`config.mk`:
```
export PLATFORM = sky130hd
export DESIGN_NAME = reg_wb_buf_flat
export DESIGN_NICKNAME = d
export VERILOG_FILES = /design/src/rtl/reg_wb_buf_pkg.sv /design/src/rtl/reg_wb_buf_if.sv /design/src/rtl/reg_wb_buf_fifo.sv /design/src/rtl/reg_wb_buf.sv /design/src/flat_wrapper.sv
export SDC_FILE = /design/constraint.sdc
export NUM_CORES = 1
export LEC_CHECK = 0
export ABC_AREA = 1
export CAP_MARGIN = 20
export CELL_PAD_IN_SITES_DETAIL_PLACEMENT = 1
export CELL_PAD_IN_SITES_GLOBAL_PLACEMENT = 1
export CORE_MARGIN = 4
export CORE_UTILIZATION = 45
export DETAILED_ROUTE_END_ITERATION = 12
export GPL_TIMING_DRIVEN = 0
export PLACE_DENSITY_LB_ADDON = 0.1
export SLEW_MARGIN = 40
export SYNTH_ARGS = -nofsm -noshare
export SYNTH_HDL_FRONTEND = slang
export SYNTH_SLANG_ARGS = --single-unit
```
`constraint.sdc`:
```
create_clock -name clk -period 6.8 [get_ports clk]
set_input_delay 1.02 -clock clk [delete_from_list [all_inputs] [get_ports clk]]
set_output_delay 1.02 -clock clk [all_outputs]
set_load 0.02 [all_outputs]
```
`src/rtl/reg_wb_buf_pkg.sv`:
```
// rtl/reg_wb_buf_pkg.sv - shared widths and defaults for the writeback buffer
package reg_wb_buf_pkg;
  localparam int FULLW    = 32;
  localparam int WB_DEPTH = 4;
endpackage

```
`src/rtl/reg_wb_buf_if.sv`:
```
// rtl/reg_wb_buf_if.sv - writeback request, register-file write and hazard-query bundle
interface reg_wb_buf_if
  import reg_wb_buf_pkg::*;
#(
  parameter int ADDR_WIDTH = 4,
  parameter int DEPTH      = WB_DEPTH
);
  localparam int CW = $clog2(DEPTH) + 1;

  logic                  alu_valid;
  logic [ADDR_WIDTH-1:0] alu_addr;
  logic [FULLW-1:0]      alu_data;
  logic                  ld_valid;
  logic [ADDR_WIDTH-1:0] ld_addr;
  logic [FULLW-1:0]      ld_data;
  logic                  ready;
  logic                  we;
  logic [ADDR_WIDTH-1:0] wa;
  logic [FULLW-1:0]      wd;
  logic [ADDR_WIDTH-1:0] rd1;
  logic [ADDR_WIDTH-1:0] rd2;
  logic                  busy1;
  logic                  busy2;
  logic [CW-1:0]         count;
  logic                  ovf;

  modport master (
    output alu_valid, alu_addr, alu_data, ld_valid, ld_addr, ld_data, rd1, rd2,
    input  ready, we, wa, wd, busy1, busy2, count, ovf
  );

  modport slave (
    input  alu_valid, alu_addr, alu_data, ld_valid, ld_addr, ld_data, rd1, rd2,
    output ready, we, wa, wd, busy1, busy2, count, ovf
  );
endinterface

```
`src/rtl/reg_wb_buf_fifo.sv`:
```
// rtl/reg_wb_buf_fifo.sv - two-write one-read circular buffer exposing its entries
module wb_fifo2w1r
  import reg_wb_buf_pkg::*;
#(
  parameter int AW    = 4,
  parameter int DW    = FULLW,
  parameter int DEPTH = WB_DEPTH,
  localparam int PW   = $clog2(DEPTH),
  localparam int CW   = PW + 1
) (
  input  logic          clk,
  input  logic          reset,
  input  logic          push0,
  input  logic [AW-1:0] addr0,
  input  logic [DW-1:0] data0,
  input  logic          push1,
  input  logic [AW-1:0] addr1,
  input  logic [DW-1:0] data1,
  input  logic          pop,
  output logic [AW-1:0] head_addr,
  output logic [DW-1:0] head_data,
  output logic [CW-1:0] count,
  output logic [DEPTH-1:0] ent_valid,
  output logic [AW-1:0] ent_addr [DEPTH]
);
  logic [PW-1:0] wp;
  logic [PW-1:0] rp;
  logic [PW-1:0] wp1;
  logic [DW-1:0] mem_data [DEPTH];

  assign wp1       = wp + 1'b1;
  assign head_addr = ent_addr[rp];
  assign head_data = mem_data[rp];

  // push1 is only ever raised together with push0, so it always lands in the slot after wp
  always_ff @(posedge clk or negedge reset) begin
    if (!reset) begin
      wp        <= '0;
      rp        <= '0;
      count     <= '0;
      ent_valid <= '0;
    end else begin
      if (pop) begin
        ent_valid[rp] <= 1'b0;
        rp            <= rp + 1'b1;
      end
      if (push0) ent_valid[wp]  <= 1'b1;
      if (push1) ent_valid[wp1] <= 1'b1;
      wp    <= wp + PW'(push0) + PW'(push1);
      count <= count + CW'(push0) + CW'(push1) - CW'(pop);
    end
  end

  always_ff @(posedge clk) begin
    if (push0) begin
      ent_addr[wp] <= addr0;
      mem_data[wp] <= data0;
    end
    if (push1) begin
      ent_addr[wp1] <= addr1;
      mem_data[wp1] <= data1;
    end
  end
endmodule

```
`src/rtl/reg_wb_buf.sv`:
```
// rtl/reg_wb_buf.sv - in-order writeback buffer driving the register-file write port
module reg_wb_buf
  import reg_wb_buf_pkg::*;
#(
  parameter int ADDR_WIDTH = 4,
  parameter int DEPTH      = WB_DEPTH
) (
  input logic         clk,
  input logic         reset,
  reg_wb_buf_if.slave bus
);
  localparam int CW = $clog2(DEPTH) + 1;

  logic [CW-1:0]         cnt;
  logic                  ready;
  logic                  any_req;
  logic                  push0;
  logic                  push1;
  logic                  pop;
  logic [ADDR_WIDTH-1:0] addr0;
  logic [FULLW-1:0]      data0;
  logic [ADDR_WIDTH-1:0] head_addr;
  logic [FULLW-1:0]      head_data;
  logic [DEPTH-1:0]      ent_valid;
  logic [ADDR_WIDTH-1:0] ent_addr [DEPTH];
  logic                  busy1;
  logic                  busy2;

  // Two free slots are required so a paired ld+alu push can never be split
  assign ready   = (cnt <= CW'(DEPTH - 2));
  assign any_req = bus.ld_valid | bus.alu_valid;
  assign push0   = ready & any_req;
  assign push1   = ready & bus.ld_valid & bus.alu_valid;
  assign addr0   = bus.ld_valid ? bus.ld_addr : bus.alu_addr;
  assign data0   = bus.ld_valid ? bus.ld_data : bus.alu_data;
  assign pop     = (cnt != '0);

  wb_fifo2w1r #(
    .AW    (ADDR_WIDTH),
    .DW    (FULLW),
    .DEPTH (DEPTH)
  ) u_fifo (
    .clk       (clk),
    .reset     (reset),
    .push0     (push0),
    .addr0     (addr0),
    .data0     (data0),
    .push1     (push1),
    .addr1     (bus.alu_addr),
    .data1     (bus.alu_data),
    .pop       (pop),
    .head_addr (head_addr),
    .head_data (head_data),
    .count     (cnt),
    .ent_valid (ent_valid),
    .ent_addr  (ent_addr)
  );

  always_ff @(posedge clk or negedge reset) begin
    if (!reset) begin
      bus.we  <= 1'b0;
      bus.wa  <= '0;
      bus.wd  <= '0;
      bus.ovf <= 1'b0;
    end else begin
      bus.we <= pop;
      if (pop) begin
        bus.wa <= head_addr;
        bus.wd <= head_data;
      end
      if (!ready && any_req) bus.ovf <= 1'b1;
    end
  end

  // The in-flight write counts as pending: the register file still returns the old value that cycle
  always_comb begin
    busy1 = bus.we && (bus.wa == bus.rd1);
    busy2 = bus.we && (bus.wa == bus.rd2);
    for (int i = 0; i < DEPTH; i++) begin
      if (ent_valid[i] && (ent_addr[i] == bus.rd1)) busy1 = 1'b1;
      if (ent_valid[i] && (ent_addr[i] == bus.rd2)) busy2 = 1'b1;
    end
  end

  assign bus.ready = ready;
  assign bus.count = cnt;
  assign bus.busy1 = busy1;
  assign bus.busy2 = busy2;
endmodule

```
`src/flat_wrapper.sv`:
```
// flat-port wrapper written by rule: the top's interface ports become plain ports
module reg_wb_buf_flat import reg_wb_buf_pkg::*;
#(
  parameter int ADDR_WIDTH = 4,
  parameter int DEPTH      = WB_DEPTH
)
  (clk, reset, bus_alu_valid, bus_alu_addr, bus_alu_data, bus_ld_valid, bus_ld_addr, bus_ld_data, bus_rd1, bus_rd2, bus_ready, bus_we, bus_wa, bus_wd, bus_busy1, bus_busy2, bus_count, bus_ovf);
  reg_wb_buf_if #(.ADDR_WIDTH(ADDR_WIDTH), .DEPTH(DEPTH)) bus_i ();
  input logic clk;
  input logic reset;
  input wire logic [$bits(bus_i.alu_valid)-1:0] bus_alu_valid;
  input wire logic [$bits(bus_i.alu_addr)-1:0] bus_alu_addr;
  input wire logic [$bits(bus_i.alu_data)-1:0] bus_alu_data;
  input wire logic [$bits(bus_i.ld_valid)-1:0] bus_ld_valid;
  input wire logic [$bits(bus_i.ld_addr)-1:0] bus_ld_addr;
  input wire logic [$bits(bus_i.ld_data)-1:0] bus_ld_data;
  input wire logic [$bits(bus_i.rd1)-1:0] bus_rd1;
  input wire logic [$bits(bus_i.rd2)-1:0] bus_rd2;
  output wire logic [$bits(bus_i.ready)-1:0] bus_ready;
  output wire logic [$bits(bus_i.we)-1:0] bus_we;
  output wire logic [$bits(bus_i.wa)-1:0] bus_wa;
  output wire logic [$bits(bus_i.wd)-1:0] bus_wd;
  output wire logic [$bits(bus_i.busy1)-1:0] bus_busy1;
  output wire logic [$bits(bus_i.busy2)-1:0] bus_busy2;
  output wire logic [$bits(bus_i.count)-1:0] bus_count;
  output wire logic [$bits(bus_i.ovf)-1:0] bus_ovf;
  assign bus_i.alu_valid = bus_alu_valid;
  assign bus_i.alu_addr = bus_alu_addr;
  assign bus_i.alu_data = bus_alu_data;
  assign bus_i.ld_valid = bus_ld_valid;
  assign bus_i.ld_addr = bus_ld_addr;
  assign bus_i.ld_data = bus_ld_data;
  assign bus_i.rd1 = bus_rd1;
  assign bus_i.rd2 = bus_rd2;
  assign bus_ready = bus_i.ready;
  assign bus_we = bus_i.we;
  assign bus_wa = bus_i.wa;
  assign bus_wd = bus_i.wd;
  assign bus_busy1 = bus_i.busy1;
  assign bus_busy2 = bus_i.busy2;
  assign bus_count = bus_i.count;
  assign bus_ovf = bus_i.ovf;
  reg_wb_buf #(.ADDR_WIDTH(ADDR_WIDTH), .DEPTH(DEPTH)) u_core (.clk(clk), .reset(reset), .bus(bus_i));
endmodule
```
== Word-level counts from Yosys, hierarchy flattened ==
Memory sizes are Yosys's and may differ from the RTL's. A register that Yosys moved wholly into a read port is not among the register bits.
Index checks and enable logic that the tools add are counted.
Cells by class
  add/subtract/negate cells: 7
  magnitude comparators: 12
  eq/ne operators: 10
  muxes and demuxes: 34
  bitwise operators: 11
  reduce and logical (&&, ||, !) cells: 19
Operator list (number)
  4-bit equality test: 10
  16-bit bitwise mux: 2
  16-bit two-way mux: 2
  32-bit two-way mux: 1
  4-bit two-way mux: 8
  4-bit demux with 2-bit select: 2
  1-bit logical AND: 16
  1-bit two-way mux: 15
  3-bit >= comparator, second input constant: 3
  2-bit by 3-bit less-than comparator with 1-bit output, second input constant: 3
  2-bit inverter with 3-bit output: 3
  4-bit binary-select mux with 2-bit select: 1
  4-bit bitwise OR: 2
  3-bit by 1-bit adder with 3-bit output: 2
  1-bit demux with 2-bit select: 3
  2-bit by 1-bit >= comparator with 1-bit output, second input constant: 3
  3-bit by 1-bit less-than comparator with 1-bit output, second input constant: 2
  2-bit by 1-bit adder with 2-bit output: 2
  2-bit by 1-bit adder with 2-bit output, second input constant: 2
  4-bit bitwise AND: 1
  4-bit inverter: 1
  1-bit bitwise AND: 3
  3-bit by 2-bit less-or-equal comparator with 1-bit output, second input constant: 1
  3-bit nonzero test: 1
  other kinds (3): 4
Storage, ports and cells
  bits in registers: 33
  memory bits (writable): 128
  input port bits: 84
  memories kept: 1
Memory list
  u_core.u_fifo.mem_data: depth 4, bits a word 32, read ports 1, clocked after Yosys merged registers in 1, wr ports 2, RTL line reg_wb_buf_fifo.sv:29  | logic [DW-1:0] mem_data [DEPTH];

== Depth between registers and ports, before layout ==
Gate-level depths: netlist (run 1).
  word-level depth: 11
  mapped depth: 11
  mapped depth without buffers: 10

== Modules after synthesis ==
From an unflattened synthesis (run 1), not the netlist that was laid out.
Second synthesis, totals
  cells, all modules: 1222
  area total of the unflattened synthesis: 10184.8 µm²
By module, submodules not included
  wb_fifo2w1r: times used 1, cells an instance 868, area each 7644.8 µm², sequential area each 4439.3 µm²
  reg_wb_buf: times used 1, cells an instance 354, area each 2539.9 µm², sequential area each 950.9 µm²

== Least setup slack after synthesis (run 1) ==
No wires, ideal clock.
  path kind: input -> output
  from: input port bus_rd1[1]
  to: output port bus_busy1
  arrival time: 1.824 ns
  data required time: 5.780 ns
  setup slack: 3.956 ns
  stages on the path: 9
  buffers on the path: 1
  path through: clkbuf_1 inv_1 nand2_1 nand2_1 a21oi_1 nand3_1 nand2_1 inv_1 nand2_1
On the way
  word-level cells in the longest chain between the ends: 6
  elaborated cells between the ends (all ways): 14
  classes of those cells: 5 x eq/ne; 4 x mux; 5 x reduce/logical
Ends and longest elaborated chain
  from (decl): RTL line flat_wrapper.sv:17  | input wire logic [$bits(bus_i.rd1)-1:0] bus_rd1;
  4-bit equality test, on equally long branches: RTL line reg_wb_buf.sv:77, reg_wb_buf.sv:80
  1-bit logical AND, on equally long branches: RTL line reg_wb_buf.sv:77, reg_wb_buf.sv:80
  1-bit two-way mux (3 in series): RTL line reg_wb_buf.sv:80  | if (ent_valid[i] && (ent_addr[i] == bus.rd1)) busy1 = 1'b1;
  1-bit two-way mux *: RTL line reg_wb_buf.sv:80
  to (decl): RTL line flat_wrapper.sv:23  | output wire logic [$bits(bus_i.busy1)-1:0] bus_busy1;
Mark *: on every way between the ends. The rest lies on a longest branch, timed or not.

== Final worst setup path (run 1) ==
  from: input port bus_rd1[0]
  to: output port bus_busy1
Same word-level chain as after synthesis.

==> flow_summary.html, run 1 <==
<table>
<tr><th>Metric</th><th>Value</th></tr>
<tr><th colspan="2">Status</th></tr>
<tr><td>Status</td><td>complete, no violations</td></tr>
<tr><th colspan="2">Setup path</th></tr>
<tr><td>Number of cells on the critical path</td><td>10</td></tr>
<tr><td>Stage delay of the slowest cell on the critical path</td><td>0.64 ns</td></tr>
<tr><td>Arrival @ worst endpoint</td><td>around 3 ns</td></tr>
<tr><td>Master of the slowest instance on the critical path</td><td>sky130_fd_sc_hd__clkdlybuf4s50_1</td></tr>
<tr><td>Top delay family on crit path</td><td>buffers and inverters</td></tr>
<tr><td>Critical path launch point type</td><td>input port</td></tr>
<tr><td>Capturing point of the worst reg2reg path</td><td>u_core.u_fifo.count[2]</td></tr>
<tr><td>Critical path endpoint category</td><td>primary output</td></tr>
<tr><td>Beginning of the worst register-to-register path</td><td>u_core.u_fifo.count[0]</td></tr>
<tr><td>Cell with the most instances on the worst path</td><td>sky130_fd_sc_hd__nand2_1</td></tr>
<tr><td>CP required</td><td>between 5 and 6 ns</td></tr>
<tr><td>Critical path capture point</td><td>bus_busy1</td></tr>
<tr><td>Depth of the worst register-to-register path</td><td>8</td></tr>
<tr><td>Cell-by-cell trace of the critical path</td><td>clkdlybuf4s50_1, inv_1, nand2_1, nand2_1, nor2_1, nand3_1, nand2_1, nor2_1, nand2_1, clkdlybuf4s50_1</td></tr>
<tr><td>Critical Path Fanout Max</td><td>6</td></tr>
<tr><td>Critical path type</td><td>in -&gt; out</td></tr>
<tr><td>Register-to-register path setup slack</td><td>between 3 and 4 ns</td></tr>
<tr><td>Critical Path Source</td><td>bus_rd1[0]</td></tr>
<tr><td>CP bufs+invs</td><td>3</td></tr>
<tr><th colspan="2">Final layout</th></tr>
<tr><td>Signed area change from the synthesized netlist to the final layout</td><td>21.8%</td></tr>
<tr><td>Number of nets in the layout</td><td>~1.4k</td></tr>
<tr><td>Leading cell type in the layout, fill and taps excluded</td><td>sky130_fd_sc_hd__nand2_1</td></tr>
<tr><td>Fill cell instance count of the final layout</td><td>between 2k and 3k</td></tr>
<tr><td>Antenna cells</td><td>0</td></tr>
<tr><td>Highest-count cells in the layout ignoring fill and taps</td><td>sky130_fd_sc_hd__nand2_1, sky130_fd_sc_hd__nor2_1, sky130_fd_sc_hd__edfxtp_1</td></tr>
<tr><td>Layout cells sized above 1</td><td>0.0928</td></tr>
<tr><th colspan="2">STA</th></tr>
<tr><td>Slew Limit Fails</td><td>0</td></tr>
<tr><td>Fin crit period</td><td>~4.0 ns</td></tr>
<tr><td># setup viols final</td><td>0</td></tr>
<tr><td>Period utilization</td><td>0.595</td></tr>
<tr><td>Measured slew at the worst slew-check pin</td><td>0.735 ns</td></tr>
<tr><td>Final hold violations</td><td>0</td></tr>
<tr><td>Setup repair after global routing missed its margin</td><td>false</td></tr>
<tr><td>Final setup TNS</td><td>0 ns</td></tr>
<tr><td>Maximum achievable frequency</td><td>approximately 250 MHz</td></tr>
<tr><td>Max-slew headroom</td><td>0.510</td></tr>
<tr><td>Fin Clk Skew</td><td>about 0.014 ns</td></tr>
<tr><th colspan="2">Clocking</th></tr>
<tr><td>Number of buffers inserted during clock tree synthesis</td><td>17</td></tr>
<tr><td>Number of buffers on the longest clock path</td><td>2</td></tr>
<tr><td>Clock Sink Count</td><td>a little under 200</td></tr>
<tr><td>Post-CTS clock slew at the launch and capture registers of the worst setup and hold paths</td><td>around 0.080 ns</td></tr>
<tr><td>Clock tree from TritonCTS</td><td>done</td></tr>
<tr><td>H-tree levels</td><td>4</td></tr>
<tr><td>Clock insertion delay at the later pin of the skew report</td><td>between 0.4 and 0.5 ns</td></tr>
<tr><td>Number of setup buffers added after CTS</td><td>0</td></tr>
<tr><td>Cell at the root of the clock tree</td><td>sky130_fd_sc_hd__clkbuf_16</td></tr>
<tr><td>CTS-repair resized insts</td><td>0</td></tr>
<tr><td>Total of hold buffers inserted after clock tree synthesis</td><td>0</td></tr>
<tr><th colspan="2">Min path</th></tr>
<tr><td>Hold/Removal Path Class</td><td>in -&gt; async</td></tr>
<tr><th colspan="2">Floorplan</th></tr>
<tr><td>Total core area</td><td>between 20,000 and 25,000 um2</td></tr>
<tr><td>Starting density of the core</td><td>0.462</td></tr>
<tr><td>Chip Height</td><td>about 160 um</td></tr>
<tr><td>Die Width</td><td>between 150 and 200 um</td></tr>
<tr><td>Die area</td><td>around 25,000 um2</td></tr>
<tr><td>Top-Level Pins</td><td>about 130</td></tr>
<tr><td>Number of standard-cell rows in the floorplan</td><td>54</td></tr>
<tr><th colspan="2">Logic synthesis</th></tr>
<tr><td>Adder-cell share of the synthesized area</td><td>0.0133</td></tr>
<tr><td>Multiplexer share of the synthesized area</td><td>0</td></tr>
<tr><td>Post-synthesis sequential element count</td><td>~190</td></tr>
<tr><td>Nets in the synthesized netlist</td><td>around 1.3k</td></tr>
<tr><td>Compound-Gate Fraction of Synth Area</td><td>0.161</td></tr>
<tr><td>Combinational family with the most area after synthesis</td><td>simple AND/OR/NAND/NOR gates</td></tr>
<tr><td>Fraction of the yosys area taken by sequential cells</td><td>0.530</td></tr>
<tr><td>Fraction of post-synthesis cell area in the top cell type by area</td><td>0.378</td></tr>
<tr><td>Library cells used by synthesis</td><td>30</td></tr>
<tr><td>Synthesized instance count</td><td>around 1.2k</td></tr>
<tr><td>Synthesized area divided by synthesized cell count</td><td>8.40 um2</td></tr>
<tr><td>Cell type contributing the most total cell area after synthesis</td><td>sky130_fd_sc_hd__edfxtp_1</td></tr>
<tr><td>Top cells by area in the synthesized netlist</td><td>sky130_fd_sc_hd__edfxtp_1, sky130_fd_sc_hd__dfrtp_1, sky130_fd_sc_hd__nand2_1</td></tr>
<tr><td>Synthesized-area fraction occupied by and/or/nand/nor cells</td><td>0.212</td></tr>
<tr><td>Synthesized area</td><td>between 10,000 and 15,000 um2</td></tr>
<tr><td>Parity-gate share of the synthesized area counting xor and xnor cells</td><td>0.0129</td></tr>
<tr><td>Count of warnings emitted by yosys</td><td>0</td></tr>
<tr><th colspan="2">Power</th></tr>
<tr><td>Sequential share of power</td><td>0.364</td></tr>
<tr><td>Share of total power in combinational logic</td><td>0.448</td></tr>
<tr><td>Overall power after layout</td><td>5.29 mW</td></tr>
<tr><td>Power per standard cell area</td><td>427 nW/um2</td></tr>
<tr><td>Internal power component</td><td>approximately 3.0 mW</td></tr>
<tr><td>Leakage power</td><td>5.28 nW</td></tr>
<tr><td>Clock group share of total power</td><td>0.188</td></tr>
<tr><td>Sw power</td><td>between 2 and 2.5 mW</td></tr>
<tr><td>Switching share of power</td><td>0.430</td></tr>
<tr><td>Worst supply voltage drop on vdd</td><td>approximately 200 uV</td></tr>
<tr><th colspan="2">Drt</th></tr>
<tr><td>DRC</td><td>0</td></tr>
<tr><td>Sum of routed wire length over all layers</td><td>35.3 mm</td></tr>
<tr><td>Routed Antenna Nets</td><td>0</td></tr>
<tr><td>Number of design-rule violations left by the first detailed-router iteration</td><td>766</td></tr>
<tr><td>Routed WL per cell</td><td>~21 um</td></tr>
<tr><td>First-pass detailed-route iteration total</td><td>6</td></tr>
<tr><td>Count of vias placed by the detailed router</td><td>roughly 9.3k</td></tr>
<tr><td>Via-per-instance ratio</td><td>roughly 5.6</td></tr>
<tr><th colspan="2">Global route</th></tr>
<tr><td>Vias in the first global route</td><td>9,823</td></tr>
<tr><td>Initial antenna violation count</td><td>0</td></tr>
<tr><td>Wire length of the first global-routing pass</td><td>54.4 mm</td></tr>
<tr><td>Total grt overflow</td><td>0</td></tr>
<tr><td>Total routing usage reported by global routing</td><td>0.287</td></tr>
<tr><td>Maximum number of pins on one net before global-route repair</td><td>34</td></tr>
<tr><th colspan="2">Placed design</th></tr>
<tr><td>Routability Congestion</td><td>0.869</td></tr>
<tr><td>Input/output buffers</td><td>about 120</td></tr>
<tr><td>HPWL Detailed</td><td>25.6 mm</td></tr>
<tr><th colspan="2">Flow run</th></tr>
<tr><td>Number of max-cap violations</td><td>0</td></tr>
</table>
[worst min-delay path by stage]
stage | end | cells past startpoint
detailed placement | u_core.bus.ovf | 1
CTS | u_core.bus.wd[12] | 1
finish | u_core.bus.wd[12] | 1
global route | u_core.bus.wd[12] | 1
floorplan | u_core.u_fifo.ent_valid[1] | 2
global placement | u_core.bus.ovf | 1
[final cells by class]
cell class,instances,area [um2],area share
plain buffers,77,407,0.0328
flip-flops and latches,193,5390,0.435
clock inverters,14,145,0.0117
clock buffers,18,429,0.0346
multi-input cells,857,4090,0.330
inverters,85,319,0.0257
repair buffers,124,1270,0.102
well taps,280,350,0.0283
[power by group through the flow]
stage               combinational [mW]  sequential [mW]  clock (mW)
finish                            2.37             1.93       0.995
detailed placement                2.35             1.95           0
global route                      2.60             1.96        1.04
CTS                               2.37             1.92       0.992
floorplan                         1.27             2.03           0
global placement                  2.22             1.94           0
[synthesized netlist by cell type]
| master | number |
|---|---|
| sky130_fd_sc_hd__a21boi_0 | 1 |
| sky130_fd_sc_hd__a21oi_1 | 14 |
| sky130_fd_sc_hd__a31o_2 | 1 |
| sky130_fd_sc_hd__a31oi_1 | 36 |
| sky130_fd_sc_hd__buf_2 | 40 |
| sky130_fd_sc_hd__buf_4 | 2 |
| sky130_fd_sc_hd__buf_6 | 8 |
| sky130_fd_sc_hd__clkbuf_1 | 27 |
| sky130_fd_sc_hd__dfrtp_1 | 49 |
| sky130_fd_sc_hd__dfxtp_1 | 16 |
| sky130_fd_sc_hd__edfxtp_1 | 128 |
| sky130_fd_sc_hd__fa_1 | 3 |
| sky130_fd_sc_hd__ha_1 | 6 |
| sky130_fd_sc_hd__inv_1 | 82 |
| sky130_fd_sc_hd__inv_2 | 3 |
| sky130_fd_sc_hd__nand2_1 | 289 |
| sky130_fd_sc_hd__nand2_2 | 2 |
| sky130_fd_sc_hd__nand2_4 | 4 |
| sky130_fd_sc_hd__nand3_1 | 34 |
| sky130_fd_sc_hd__nand4_1 | 17 |
| sky130_fd_sc_hd__nor2_1 | 189 |
| sky130_fd_sc_hd__nor2_2 | 1 |
| sky130_fd_sc_hd__nor2_8 | 1 |
| sky130_fd_sc_hd__nor3_1 | 1 |
| sky130_fd_sc_hd__o211ai_1 | 4 |
| sky130_fd_sc_hd__o21ai_0 | 111 |
| sky130_fd_sc_hd__o21ai_1 | 102 |
| sky130_fd_sc_hd__o21ai_2 | 26 |
| sky130_fd_sc_hd__xnor2_1 | 13 |
| sky130_fd_sc_hd__xor2_1 | 2 |
[per-layer routing]
metal	global-route usage	vias up	share of wire
met5	0	-	0
met1	0.379	4548	0.42
li1	-	4347	-
met2	0.503	343	0.50
met3	0.0413	50	0.064
met4	0.0650	0	0.015
[metrics by stage]
stage	area, um2	hold WS (ns)	std cells	util	worst slack [ns]
finish	12400	0.431	1648	0.563	2.75
global route	12400	0.445	1648	0.563	2.66
CTS	12400	0.446	1648	0.563	2.78
detailed placement	11800	0.463	1616	0.537	2.78
global placement	11700	0.457	1613	0.533	2.75
floorplan	10200	0.465	1212	-	3.96
[cells by family (layout without fill, tap and decap cells)]
family	count (synthesis)	after routing
AO/OA/AOI/OAI	295	295
XOR/XNOR	15	15
adder cells (fa/ha/maj)	9	9
buffers and inverters	162	318
flip-flops	193	193
AND/OR/NAND/NOR	538	538
[flip-flops by register name, indices dropped and copies added, names as in the netlist]
signal                   flops
u_core.u_fifo.mem_data     128
u_core.u_fifo.ent_addr      16
u_core.u_fifo.ent_valid      4
u_core.bus.we                1
u_core.u_fifo.count          3
u_core.bus.ovf               1
u_core.bus.wa                4
u_core.u_fifo.rp             2
u_core.u_fifo.wp             2
u_core.bus.wd               32
Note: power is estimated with default switching activity, not from simulation.
==> run 2: changes to the inputs <==
- CORE_UTILIZATION: 45 -> 38
- clock period: 6.8 -> 3.4 ns (I/O delays scaled with it)
==> run 2 against run 1 <==
Net effect: final area up 0.40%; setup slack worse by 2.4 ns; die area up 17%; sequential share of layout area down 0.17 points; clock skew down 0.0029 ns; sequential cell count unchanged; critical path type is now reg -> reg.
==> flow_summary.html, run 2 (synthesized netlist as in run 1, its figures left out) <==
<table>
<tr><th>Metric</th><th>Value</th></tr>
<tr><th colspan="2">STA</th></tr>
<tr><td>Period utilization</td><td>0.898</td></tr>
<tr><td># setup viols final</td><td>0 (unchanged)</td></tr>
<tr><td>Measured slew at the worst slew-check pin</td><td>0.812 ns (was 0.735 ns)</td></tr>
<tr><td>Fin crit period</td><td>between 3 and 4 ns</td></tr>
<tr><td>Fin Clk Skew</td><td>0.0109 ns (was 0.0138 ns)</td></tr>
<tr><td>Maximum achievable frequency</td><td>between 300 and 400 MHz</td></tr>
<tr><td>Setup repair after global routing missed its margin</td><td>false (unchanged)</td></tr>
<tr><td>Final setup TNS</td><td>0 ns (unchanged)</td></tr>
<tr><td>Final hold violations</td><td>0 (unchanged)</td></tr>
<tr><td>Final worst slack</td><td>0.346 ns (was 2.75 ns)</td></tr>
<tr><td>Slew Limit Fails</td><td>0 (unchanged)</td></tr>
<tr><td>Max-slew headroom</td><td>0.458 (was 0.510)</td></tr>
<tr><td>Final hold slack</td><td>0.472 ns (was 0.431 ns)</td></tr>
<tr><th colspan="2">Clocking</th></tr>
<tr><td>Number of buffers inserted during clock tree synthesis</td><td>17 (unchanged)</td></tr>
<tr><td>Number of buffers on the longest clock path</td><td>2 (unchanged)</td></tr>
<tr><td>Clock Sink Count</td><td>193 (unchanged)</td></tr>
<tr><td>Clock insertion delay at the later pin of the skew report</td><td>0.45 ns (about the same)</td></tr>
<tr><td>H-tree levels</td><td>4 (unchanged)</td></tr>
<tr><td>Cell at the root of the clock tree</td><td>sky130_fd_sc_hd__clkbuf_16 (unchanged)</td></tr>
<tr><td>CTS-repair resized insts</td><td>0 (unchanged)</td></tr>
<tr><td>Clock tree from TritonCTS</td><td>done (unchanged)</td></tr>
<tr><td>Post-CTS clock slew at the launch and capture registers of the worst setup and hold paths</td><td>0.07 ns (was 0.08 ns)</td></tr>
<tr><th colspan="2">Floorplan</th></tr>
<tr><td>Top-Level Pins</td><td>128 (unchanged)</td></tr>
<tr><td>Die Width</td><td>172 um (was 158 um)</td></tr>
<tr><td>Total core area</td><td>26,200 um2 (was 22,000 um2)</td></tr>
<tr><td>Chip Height</td><td>172 um (was 158 um)</td></tr>
<tr><td>Number of standard-cell rows in the floorplan</td><td>59 (was 54)</td></tr>
<tr><td>Die area</td><td>29,500 um2 (was 25,100 um2)</td></tr>
<tr><td>Starting density of the core</td><td>0.388 (was 0.462)</td></tr>
<tr><th colspan="2">Placed design</th></tr>
<tr><td>HPWL Detailed</td><td>25.2 mm (was 25.6 mm)</td></tr>
<tr><td>Pre-CTS setup slack</td><td>0.384 ns (was 2.78 ns)</td></tr>
<tr><td>Routability Congestion</td><td>0.858 (was 0.869)</td></tr>
<tr><td>Input/output buffers</td><td>121 (unchanged)</td></tr>
<tr><th colspan="2">Setup path</th></tr>
<tr><td>Critical path type</td><td>reg -&gt; reg (was in -&gt; out)</td></tr>
<tr><td>Critical path endpoint category</td><td>register (was primary output)</td></tr>
<tr><td>Critical Path Fanout Max</td><td>11 (was 6)</td></tr>
<tr><td>Arrival @ worst endpoint</td><td>3.39 ns (was 3.03 ns)</td></tr>
<tr><td>CP required</td><td>3.73 ns (was 5.78 ns)</td></tr>
<tr><td>Critical path launch point type</td><td>register (was input port)</td></tr>
<tr><th colspan="2">Drt</th></tr>
<tr><td>First-pass detailed-route iteration total</td><td>5 (was 6)</td></tr>
<tr><td>Sum of routed wire length over all layers</td><td>35.2 mm (was 35.3 mm)</td></tr>
<tr><td>Number of design-rule violations left by the first detailed-router iteration</td><td>606 (was 766)</td></tr>
<tr><td>Routed Antenna Nets</td><td>0 (unchanged)</td></tr>
<tr><td>DRC</td><td>0 (unchanged)</td></tr>
<tr><td>Count of vias placed by the detailed router</td><td>9,087 (was 9,288)</td></tr>
<tr><td>Via-per-instance ratio</td><td>5.34 (was 5.64)</td></tr>
<tr><td>Routed WL per cell</td><td>20.7 um (was 21.4 um)</td></tr>
<tr><th colspan="2">Global route</th></tr>
<tr><td>Vias in the first global route</td><td>9,331 (was 9,823)</td></tr>
<tr><td>Total routing usage reported by global routing</td><td>0.241 (was 0.287)</td></tr>
<tr><td>Maximum number of pins on one net before global-route repair</td><td>33 (was 34)</td></tr>
<tr><td>Total grt overflow</td><td>0 (unchanged)</td></tr>
<tr><td>Wire length of the first global-routing pass</td><td>54.1 mm (was 54.4 mm)</td></tr>
<tr><td>Initial antenna violation count</td><td>0 (unchanged)</td></tr>
<tr><th colspan="2">Final layout</th></tr>
<tr><td>Antenna cells</td><td>0 (unchanged)</td></tr>
<tr><td>Top flop regs</td><td>u_core.u_fifo.mem_data x128, u_core.bus.wd x32, u_core.u_fifo.ent_addr x16 (unchanged)</td></tr>
<tr><td>Fill cell instance count of the final layout</td><td>3,175 (was 2,664)</td></tr>
<tr><td>Post-layout util</td><td>0.475 (was 0.563)</td></tr>
<tr><td>Max reg flops</td><td>128 (unchanged)</td></tr>
<tr><td>Layout cells sized above 1</td><td>0.0914 (was 0.0928)</td></tr>
<tr><td>Top reg by flops</td><td>u_core.u_fifo.mem_data (unchanged)</td></tr>
<tr><td>Highest-count cells in the layout ignoring fill and taps</td><td>sky130_fd_sc_hd__nand2_1, sky130_fd_sc_hd__nor2_1, sky130_fd_sc_hd__edfxtp_1 (unchanged)</td></tr>
<tr><td>Signed area change from the synthesized netlist to the final layout</td><td>22.3% (was 21.8%)</td></tr>
<tr><td>Leading cell type in the layout, fill and taps excluded</td><td>sky130_fd_sc_hd__nand2_1 (unchanged)</td></tr>
<tr><td>Number of nets in the layout</td><td>1,448 (unchanged)</td></tr>
<tr><th colspan="2">Power</th></tr>
<tr><td>Power per standard cell area</td><td>842 nW/um2 (was 427 nW/um2)</td></tr>
<tr><td>Worst supply voltage drop on vdd</td><td>432 uV (was 196 uV)</td></tr>
<tr><td>Overall power after layout</td><td>10.5 mW (was 5.29 mW)</td></tr>
<tr><td>Leakage power</td><td>5.27 nW (was 5.28 nW)</td></tr>
<tr><th colspan="2">Status</th></tr>
<tr><td>Status</td><td>complete, no violations (unchanged)</td></tr>
<tr><th colspan="2">Min path</th></tr>
<tr><td>Hold/Removal Path Class</td><td>reg -&gt; reg (was in -&gt; async)</td></tr>
<tr><th colspan="2">Flow run</th></tr>
<tr><td>Number of max-cap violations</td><td>0 (unchanged)</td></tr>
</table>
run 2: cell types whose count changed in the layout (fill, tap and decap cells not counted), sizes merged:
cell	change
dlygate4sd3	+1
clkinv	-2
clkbuf	+2
buf	-1
run 2: layout make-up:
class / count / area [um2] / area share
Multi-Input combinational cell: 857 / 4090 / 0.329
Buffer: 77 / 407 / 0.0327
Clock buffer: 20 / 447 / 0.0359
Clock inverter: 12 / 119 / 0.00955
Sequential cell: 193 / 5390 / 0.433
Inverter: 85 / 319 / 0.0256
Tap cell: 335 / 419 / 0.0337
Timing Repair Buffer: 124 / 1260 / 0.101
run 2: report_power, final:
part | switching, mW | leakage [nW] | internal (mW) | total (mW)
registers | 0.432 | 1.87 | 3.41 | 3.85
logic | 3.02 | 3.12 | 1.63 | 4.65
clock network | 1.00 | 0.275 | 0.992 | 2.00
run 2: stage by stage:
stage / std cells / area [um2]
floorplan: 1212 / 10200
global placement: 1668 / 11800
detailed placement: 1670 / 11900
CTS: 1703 / 12500
global route: 1703 / 12500
finish: 1703 / 12500
run 2: what timing repair did:
action / CTS / global route
hold buffers: 1 / 0
hold endpoints to repair: 18 / 0
setup buffers: 0 / 0
run 2: path summary, 6_finish.rpt:
path	start	end	slack, ns	cells after the start
worst max-delay path	u_core.u_fifo.count[0]	u_core.u_fifo.count[2]	0.35	8
min in group asynchronous	reset	u_core.bus.wd[1]	0.51	2
max in group asynchronous	reset	u_core.bus.wa[3]	2.39	3
worst min register to register	u_core.bus.ovf	u_core.bus.ovf	0.47	1
worst min-delay path	u_core.bus.ovf	u_core.bus.ovf	0.47	1
worst max register to register	u_core.u_fifo.count[0]	u_core.u_fifo.count[2]	0.35	8
run 2: worst max-delay path, cell delays in order, from the launching register on:
cell                       delay [ns]
sky130_fd_sc_hd__dfrtp_1         0.44
sky130_fd_sc_hd__nor3_1          0.58
sky130_fd_sc_hd__inv_2           0.20
sky130_fd_sc_hd__clkbuf_1        0.37
sky130_fd_sc_hd__ha_1            0.40
sky130_fd_sc_hd__inv_1           0.05
sky130_fd_sc_hd__fa_1            0.39
sky130_fd_sc_hd__fa_1            0.39
sky130_fd_sc_hd__xnor2_1         0.13
run 2: layer usage:
layer	share of wire	wire (um)	vias to the layer above	GRT usage
met2	0.49	17200	234	0.418
li1	-	-	4333	-
met4	0.015	533	0	0.0568
met3	0.043	1520	40	0.0255
met1	0.45	15900	4480	0.327
met5	0	0	-	0
